===== config.mk =====
export PLATFORM = sky130hd
export DESIGN_NAME = mips_cpu_mem_arbiter
export DESIGN_NICKNAME = d
export VERILOG_FILES = /design/src/rtl/mips_cpu_mem_arbiter.sv
export SDC_FILE = /design/constraint.sdc
export NUM_CORES = 1
export LEC_CHECK = 0
export CORE_MARGIN = 10
export CORE_UTILIZATION = 44
export DETAILED_ROUTE_END_ITERATION = 10
export GPL_TIMING_DRIVEN = 0
export PLACE_DENSITY = 0.95
export SYNTH_ARGS = -nofsm -noshare
export SYNTH_HDL_FRONTEND = slang
export SYNTH_SLANG_ARGS = --single-unit

===== constraint.sdc =====
create_clock -name clk -period 6.1 [get_ports clk]
set_input_delay 1.525 -clock clk [delete_from_list [all_inputs] [get_ports clk]]
set_output_delay 1.525 -clock clk [all_outputs]
set_load 0.01 [all_outputs]

===== src/rtl/mips_cpu_mem_arbiter.sv =====
// Purpose : shares one wait-stated memory bus between the instruction-fetch and data ports, round-robin.
// Latency : command one cycle after the request, *_valid one cycle after the first non-stalled bus cycle.
// Backpress: mem_waitrequest freezes the registered bus command; a watchdog aborts after TIMEOUT waits.
//
// Ports:
//   clk, reset                       - single clock, synchronous active-high reset
//   instr_req/instr_address          - fetch request (held until instr_valid)
//   instr_readdata/instr_valid       - registered fetch result, one-cycle completion pulse
//   data_read/data_write/data_*      - data request (held until data_valid); read+write means write
//   data_readdata/data_valid         - registered read result, one-cycle completion pulse
//   mem_*                            - unified memory bus, driven only from registers
//   bus_error                        - one-cycle pulse alongside *_valid when the watchdog aborts
//   grant_data                       - high while the data port owns the bus
module mips_cpu_mem_arbiter #(
   parameter int TIMEOUT = 255
) (
   input  logic        clk,
   input  logic        reset,
   input  logic        instr_req,
   input  logic [31:0] instr_address,
   output logic [31:0] instr_readdata,
   output logic        instr_valid,
   input  logic        data_read,
   input  logic        data_write,
   input  logic [31:0] data_address,
   input  logic [31:0] data_writedata,
   input  logic [3:0]  data_byteenable,
   output logic [31:0] data_readdata,
   output logic        data_valid,
   output logic [31:0] mem_address,
   output logic        mem_read,
   output logic        mem_write,
   output logic [31:0] mem_writedata,
   output logic [3:0]  mem_byteenable,
   input  logic [31:0] mem_readdata,
   input  logic        mem_waitrequest,
   output logic        bus_error,
   output logic        grant_data
);

   localparam int CW = ($clog2(TIMEOUT + 1) > 8) ? $clog2(TIMEOUT + 1) : 8;
   localparam logic [CW-1:0] WD_LAST = CW'(TIMEOUT - 1);
   localparam bit WD_EN = (TIMEOUT != 0);

   typedef enum logic [1:0] {IDLE, BUS_I, BUS_D} state_t;

   state_t        state, state_nxt;
   logic          last_grant;   // 0: instr served last, 1: data served last
   logic [CW-1:0] wait_cnt;

   logic d_pend, i_pend, grant_d, grant_i, done, abort;

   always_comb begin
      state_nxt = state;
      // A port currently showing its valid pulse is still holding its old
      // request; it must not be re-granted on that stale request.
      d_pend  = (data_read | data_write) & ~data_valid;
      i_pend  = instr_req & ~instr_valid;
      grant_d = 1'b0;
      grant_i = 1'b0;
      done    = 1'b0;
      abort   = 1'b0;
      case (state)
         IDLE: begin
            grant_d = d_pend & (~i_pend | ~last_grant);
            grant_i = i_pend & ~grant_d;
            if (grant_d)      state_nxt = BUS_D;
            else if (grant_i) state_nxt = BUS_I;
         end
         BUS_I, BUS_D: begin
            done  = ~mem_waitrequest;
            abort = WD_EN & mem_waitrequest & (wait_cnt == WD_LAST);
            if (done || abort) state_nxt = IDLE;
         end
         default: state_nxt = IDLE;
      endcase
   end

   always_ff @(posedge clk) begin
      if (reset) state <= IDLE;
      else       state <= state_nxt;
   end

   always_ff @(posedge clk) begin
      if (reset) begin
         mem_address    <= '0;
         mem_read       <= 1'b0;
         mem_write      <= 1'b0;
         mem_writedata  <= '0;
         mem_byteenable <= '0;
         instr_readdata <= '0;
         data_readdata  <= '0;
         instr_valid    <= 1'b0;
         data_valid     <= 1'b0;
         bus_error      <= 1'b0;
         last_grant     <= 1'b0;
         wait_cnt       <= '0;
      end else begin
         instr_valid <= 1'b0;
         data_valid  <= 1'b0;
         bus_error   <= 1'b0;
         if (grant_d) begin
            mem_address    <= data_address;
            mem_writedata  <= data_writedata;
            mem_byteenable <= data_byteenable;
            mem_write      <= data_write;
            mem_read       <= ~data_write;
            wait_cnt       <= '0;
         end else if (grant_i) begin
            mem_address    <= instr_address;
            mem_writedata  <= '0;
            mem_byteenable <= 4'hF;
            mem_write      <= 1'b0;
            mem_read       <= 1'b1;
            wait_cnt       <= '0;
         end else if (done || abort) begin
            if (state == BUS_D) begin
               data_valid <= 1'b1;
               if (abort)         data_readdata <= '0;
               else if (mem_read) data_readdata <= mem_readdata;
            end else begin
               instr_valid <= 1'b1;
               instr_readdata <= abort ? '0 : mem_readdata;
            end
            bus_error      <= abort;
            last_grant     <= (state == BUS_D);
            mem_address    <= '0;
            mem_read       <= 1'b0;
            mem_write      <= 1'b0;
            mem_writedata  <= '0;
            mem_byteenable <= '0;
         end else if (state != IDLE && wait_cnt != '1) begin
            // Saturates so a disabled watchdog never wraps.
            wait_cnt <= wait_cnt + CW'(1);
         end
      end
   end

   assign grant_data = (state == BUS_D);

endmodule


==> metrics.md, run 1 <==
| Metric | Value |
|---|---|
| Post-synth cell types | `40` |
| Bufs and invs on worst path | `3` |
| Fmax | `280 MHz` |
| Largest net degree at the start of global routing | `17` |
| Hold-fix buffers, CTS | `0` |
| Pre-CTS WS | `2.11 ns` |
| Clock-pin slew on the worst setup and hold paths | `0.06 ns` |
| Crit end category | `flop` |
| TritonCTS clock tree | `built` |
| CP Cell Sequence | `clkdlybuf4s50_1 -> o21bai_1 -> a21oi_1 -> nor2b_1 -> clkbuf_1 -> buf_2 -> a22o_1` |
| Status | `completed` |
| DR pass1 iterations | `4` |
| Setup TNS | `0 ns` |
| 1st-iter DRT viols | `309` |
| Final Max Tran Viols | `0` |
| # IOs | `276` |
| Cell taking the most area after synthesis | `dfxtp_1` |
| Slowest CP cell | `a21oi_1` |
| Final setup vio count | `0` |
| Final nets | `1,015` |
| CP peak stage delay | `0.60 ns` |
| Worst VDD drop | `209 µV` |
| Die Ht | `135 µm` |
| Core Footprint | `12,800 µm²` |
| Reg2Reg Launch Point | `state[0]` |
| Post-synth EDFFs | `0` |
| Via count | `5,676` |
| CTS Buf Count | `17` |
| Hold Crit Start | `instr_readdata[6]` |
| Die area | `18,200 µm²` |
| Reg2reg end | `mem_address[12]` |
| Postcts setup bufs | `0` |
| Seq pwr share | `40.0%` |
| Cell-internal power | `0.00199 W` |
| Clock network power share | `40.6%` |
| Clock tree buffer depth | `2` |
| Total gr overflow | `0` |
| PortBufs | `275` |
| Vias per cell | `5.36` |
| Comb pwr share | `19.4%` |
| H-tree level count | `4` |
| Hold crit path type | `flop to flop` |
| Commonest cells after routing, fill and taps aside | `clkdlybuf4s50_1 (275), dfxtp_1 (148), nand2_1 (102)` |
| Vias in the first global route | `5,939` |
| FF+latch count, synth | `148` |
| Worst Max-Slew Pin Slew | `0.718 ns` |
| Share of the synthesized area in the top cell type | `50.9%` |
| Power density cells | `288 nW/µm²` |
| Share of cells above drive strength 1 | `5.65%` |
| Post-route ant nets | `0` |
| Chip width | `135 µm` |
| Leakage | `4.21 nW` |
| Commonest non-fill, non-tap cell in the layout | `clkdlybuf4s50_1` |
| Final hold vios | `0` |
| Final Wtd Congestion | `0.892` |
| Unrepaired setup endpoints after global routing | `false` |
| Drt total wl | `21,800 µm` |
| Avg Cell Area, Syn | `10.1 µm²` |
| Std-Cell Rows | `41` |
| Clk_lat worst skew | `0.42 ns` |
| Setup Skew | `0.0105 ns` |
| Root Driver | `clkbuf_16` |
| CP Class | `input port to flop` |
| Worst Hold Depth | `2` |
| Cts repair resizes | `0` |
| Final min period | `3.58 ns` |
| First-pass GRT wire length | `32,600 µm` |
| MaxCap Viol Count | `0` |
| CP Max Fanout | `10` |
| Total global-route track usage | `22.9%` |
| Worst setup margin | `2.52 ns` |
| Initial Utilization | `45.6%` |
| Placed wire-length estimate | `16,900 µm` |
| Syn Inst Count | `578` |
| Routed len/inst | `20.6 µm` |
| Clock sink total | `148` |
| Cell family with most CP delay | `buffers and inverters` |
| NetSw | `0.000717 W` |
| Post-synthesis sequential area ratio | `50.9%` |
| Net Count, Synth | `721` |
| Switch share | `26.5%` |
| CP required | `6.46 ns` |
| Ranking of synthesized cells by area | `dfxtp_1 (51%), mux2i_1 (11%), nand2_1 (6.6%)` |
| WHS Endpoint | `instr_readdata[6]` |
| YS warnings | `0` |
| Initial antenna violation count | `1` |
| Netlist Area Pre-Place | `5830 µm²` |
| Period utilization | `58.6%` |
| Layout fillers | `843` |
| Reg2Reg Setup Slack | `3.58 ns` |
| Async S/R FF share, synth | `0%` |
| Arrival @ worst endpoint | `3.94 ns` |
| Syn-to-layout area delta | `61.7%` |
| Main synth FF type | `dfxtp_1` |
| Reg2reg path depth | `8` |
| Slew Limit Headroom | `52.1%` |
| DRC Markers | `0` |
| Crit start category | `input port` |
==> kinds of logic after synthesis <==
logic type	synth area share (%)
AO/OA/AOI/OAI	22.5
flip-flops	50.9
AND/OR/NAND/NOR	9.94
multiplexers	11.0
buffers and inverters	4.32
adder cells (fa/ha/maj)	1.07
XOR/XNOR	0.301
==> layout make-up <==
| class | count | area, µm² | area share [%] |
|---|---|---|---|
| buffer | 47 | 218 | 2.31 |
| sequential | 148 | 2960 | 31.5 |
| multi-input combinational | 374 | 2610 | 27.7 |
| clock buffer | 19 | 453 | 4.81 |
| timing repair buffer | 275 | 2750 | 29.2 |
| inverter | 9 | 33.8 | 0.359 |
| tap | 172 | 215 | 2.28 |
| antenna | 1 | 2.50 | 0.0266 |
| clock inverter | 13 | 171 | 1.82 |
==> through the flow <==
| stage | cell area [µm²] | cells | power (W) | hold slack [ns] | util [%] |
|---|---|---|---|---|---|
| floorplan | 5830 | 578 | 0.00132 | 0.471 | - |
| global placement | 8790 | 1025 | 0.00161 | 0.444 | 68.8 |
| detailed placement | 8790 | 1025 | 0.00163 | 0.447 | 68.8 |
| CTS | 9420 | 1057 | 0.00272 | 0.460 | 73.7 |
| global route | 9420 | 1058 | 0.00280 | 0.477 | 73.7 |
| finish | 9420 | 1058 | 0.00271 | 0.457 | 73.7 |
==> power by group through the flow <==
stage / clock [W] / sequential [W] / combinational [W]
floorplan: 0 / 0.00113 / 0.000185
global placement: 0 / 0.00110 / 0.000514
detailed placement: 0 / 0.00110 / 0.000524
CTS: 0.00111 / 0.00108 / 0.000529
global route: 0.00114 / 0.00109 / 0.000563
finish: 0.00110 / 0.00108 / 0.000527
==> registers in the layout, indices dropped and copies added, names as in the netlist <==
register and flops:
instr_valid 1, data_readdata 32, mem_write 1, data_valid 1
mem_writedata 32, mem_byteenable 4, mem_read 1, last_grant 1
mem_address 32, wait_cnt 8, state 2, bus_error 1
instr_readdata 32
==> worst max path at each step <==
stage | start | to | slack (ns) | cells past startpoint
after floorplan | data_write | instr_readdata[0] | 3.17 | 6
after global placement | data_write | mem_writedata[11] | 2.15 | 7
after detailed placement | data_write | mem_writedata[16] | 2.11 | 7
after CTS | data_write | mem_writedata[16] | 2.54 | 7
after global routing | data_write | mem_writedata[14] | 2.36 | 7
final | data_write | mem_writedata[16] | 2.52 | 7
==> worst min-delay path: cells and delay by family, from the launching register on <==
| kind | cells | cell delay [ns] |
|---|---|---|
| AND/OR/NAND/NOR | 1 | 0.05 |
| multiplexers | 1 | 0.05 |
| flip-flops | 1 | 0.31 |
==> synthesized netlist by cell type (2+ instances only) <==
library cell,count
or3_1,5
o211a_1,33
nand4_1,2
inv_1,9
o31a_1,2
ha_1,5
a211oi_1,6
nand2_1,102
buf_2,9
clkbuf_1,34
o21bai_1,2
nand3_1,4
nor2_1,6
nor2b_1,3
a22o_1,33
o21ai_0,6
buf_6,4
o31ai_1,2
or2_2,2
nand2b_1,2
mux2i_1,64
o2bb2ai_1,32
a21oi_1,46
o2111ai_1,2
dfxtp_1,148
==> per-layer routing <==
layer	up-vias	track usage, %	part of all wire (%)
li1	2686	-	-
met1	2706	23.5	36
met2	235	40.4	51
met3	49	8.57	8.4
met4	0	10.9	3.8
met5	-	0	0
Power figures use the tool's default switching activity.
==> inputs of run 2 (changes only) <==
CORE_UTILIZATION = 41   (was 44)
PLACE_DENSITY = 0.9   (was 0.95)
clock period = 3.3 ns   (was 6.1 ns; I/O delays follow)
==> run 2 against run 1 <==
Compared with the run above: critical path depth unchanged; total power up 85%; clock skew fell by 0.0013 ns; final area hardly changed; count of clock-buffer cells in the layout fell by 1; sequential power is 86% higher; register-to-register slack got worse by 3.0 ns; worst setup slack worse by 2.3 ns; sequential share of layout area barely moved; die area is 6.2% higher; non-clock buffer count unchanged; highest routed layer unchanged; routed wire length is 1.5% lower.
==> metrics.md, run 2 (same netlist as run 1, synthesis figures left out) <==
| Metric | Value |
|---|---|
| CP required | `3.62 ns` |
| Final setup vio count | `0` |
| Unrepaired setup endpoints after global routing | `false` |
| Share of cells above drive strength 1 | `5.43%` |
| Hold-fix buffers, CTS | `0` |
| DP Area | `8800 µm²` |
| Core Footprint | `13,900 µm²` |
| Clock-pin slew on the worst setup and hold paths | `0.06 ns` |
| # IOs | `276` |
| Final hold vios | `0` |
| MaxCap Viol Count | `0` |
| DR pass1 iterations | `5` |
| CP Class | `input port to flop` |
| Slowest CP cell | `clkdlybuf4s50_1` |
| Initial antenna violation count | `0` |
| CP Max Fanout | `10` |
| Commonest non-fill, non-tap cell in the layout | `clkdlybuf4s50_1` |
| Postcts setup bufs | `0` |
| Power density cells | `532 nW/µm²` |
| Worst Max-Slew Pin Slew | `0.703 ns` |
| Worst setup margin | `0.228 ns` |
| Initial Utilization | `42.0%` |
| Hold crit path type | `flop to flop` |
| Total global-route track usage | `20.8%` |
| Final hold slack | `0.458 ns` |
| Total Power | `0.00501 W` |
| Root Driver | `clkbuf_16` |
| Clock tree buffer depth | `2` |
| Status | `completed` |
| First-pass GRT wire length | `32,400 µm` |
| Final nets | `1,015` |
| CTS Buf Count | `17` |
| Std-Cell Rows | `43` |
| Chip width | `139 µm` |
| Fmax | `326 MHz` |
| Clk_lat worst skew | `0.41 ns` |
| Routed len/inst | `20.2 µm` |
| 1st-iter DRT viols | `250` |
| H-tree level count | `4` |
| Layout fillers | `1,057` |
| TritonCTS clock tree | `built` |
| Via count | `5,582` |
| Largest net degree at the start of global routing | `17` |
| Leakage | `4.20 nW` |
| Arrival @ worst endpoint | `3.40 ns` |
| Die Ht | `139 µm` |
| Pre-CTS WS | `-0.127 ns` |
| Total gr overflow | `0` |
| Drt total wl | `21,500 µm` |
| Post-route ant nets | `0` |
| Final Max Tran Viols | `0` |
| Commonest cells after routing, fill and taps aside | `clkdlybuf4s50_1 (275), dfxtp_1 (148), nand2_1 (102)` |
| Crit start category | `input port` |
| Setup Skew | `0.00919 ns` |
| Crit end category | `flop` |
| Clock sink total | `148` |
| Placed wire-length estimate | `16,300 µm` |
| Worst path most repeated cell | `clkbuf_1` |
| Final Wtd Congestion | `0.839` |
| Final min period | `3.07 ns` |
| Diodes inserted | `0` |
| Worst VDD drop | `407 µV` |
| Die area | `19,400 µm²` |
| DRC Markers | `0` |
| Final instance area | `9420 µm²` |
| CP peak stage delay | `0.56 ns` |
| PortBufs | `275` |
| Slew Limit Headroom | `53.1%` |
| Vias in the first global route | `5,821` |
| Syn-to-layout area delta | `61.6%` |
| CP Cell Sequence | `clkdlybuf4s50_1 -> inv_1 -> o311ai_0 -> nor2_1 -> clkbuf_1 -> clkbuf_1 -> o2bb2ai_1` |
| Period utilization | `93.1%` |
| Cts repair resizes | `0` |
| Vias per cell | `5.25` |
-- run 2: cell types whose count changed in the layout (fill, tap and decap cells not counted), sizes merged --
cell / before / now
clkbuf: 53 / 52
bufinv: 3 / 4
diode: 1 / 0
clkinv: 3 / 5
inv: 13 / 10
-- run 2: final timing paths --
kind                          from                to  slack [ns]  depth (start not counted)
setup / recovery             reset   mem_address[22]        0.23                          7
setup reg to reg          state[1]   mem_address[22]        0.59                          8
hold reg to reg   data_readdata[8]  data_readdata[8]        0.46                          2
hold / removal    data_readdata[8]  data_readdata[8]        0.46                          2
-- run 2: metrics by stage --
step,utilization [%],std cells,setup TNS [ns]
floorplan,-,578,0
global placement,63.4,1033,-0.208
detailed placement,63.4,1033,-1.74
CTS,67.8,1064,0
global route,67.8,1064,0
finish,67.8,1064,0
-- run 2: layout make-up --
type,count,area [µm²],share of cell area [%]
clock inverter,13,184,1.95
clock buffer,18,429,4.56
buffer,47,218,2.31
multi-input combinational,374,2610,27.7
sequential,148,2960,31.5
tap,180,225,2.39
inverter,9,33.8,0.359
timing repair buffer,275,2750,29.2
-- run 2: routing by layer --
layer / wire length, µm / part of all wire [%] / up-vias / global-route usage, %
met5: 0 / 0 / - / 0
met2: 10900 / 51 / 228 / 36.3
met4: 443 / 2.1 / 0 / 6.64
met3: 1800 / 8.3 / 24 / 8.73
li1: - / - / 2675 / -
met1: 8390 / 39 / 2655 / 22.2
-- run 2: power breakdown --
group / switching (W) / internal, W / leakage, nW
Clock: 0.000770 / 0.00126 / 0.292
Combinational: 0.000453 / 0.000517 / 2.70
Sequential: 0.0000809 / 0.00192 / 1.21
-- run 2: critical path: cells and delay by family --
kind                   cells  cell delay (ns)
AO/OA/AOI/OAI              2             0.48
AND/OR/NAND/NOR            1             0.19
buffers and inverters      4             1.88
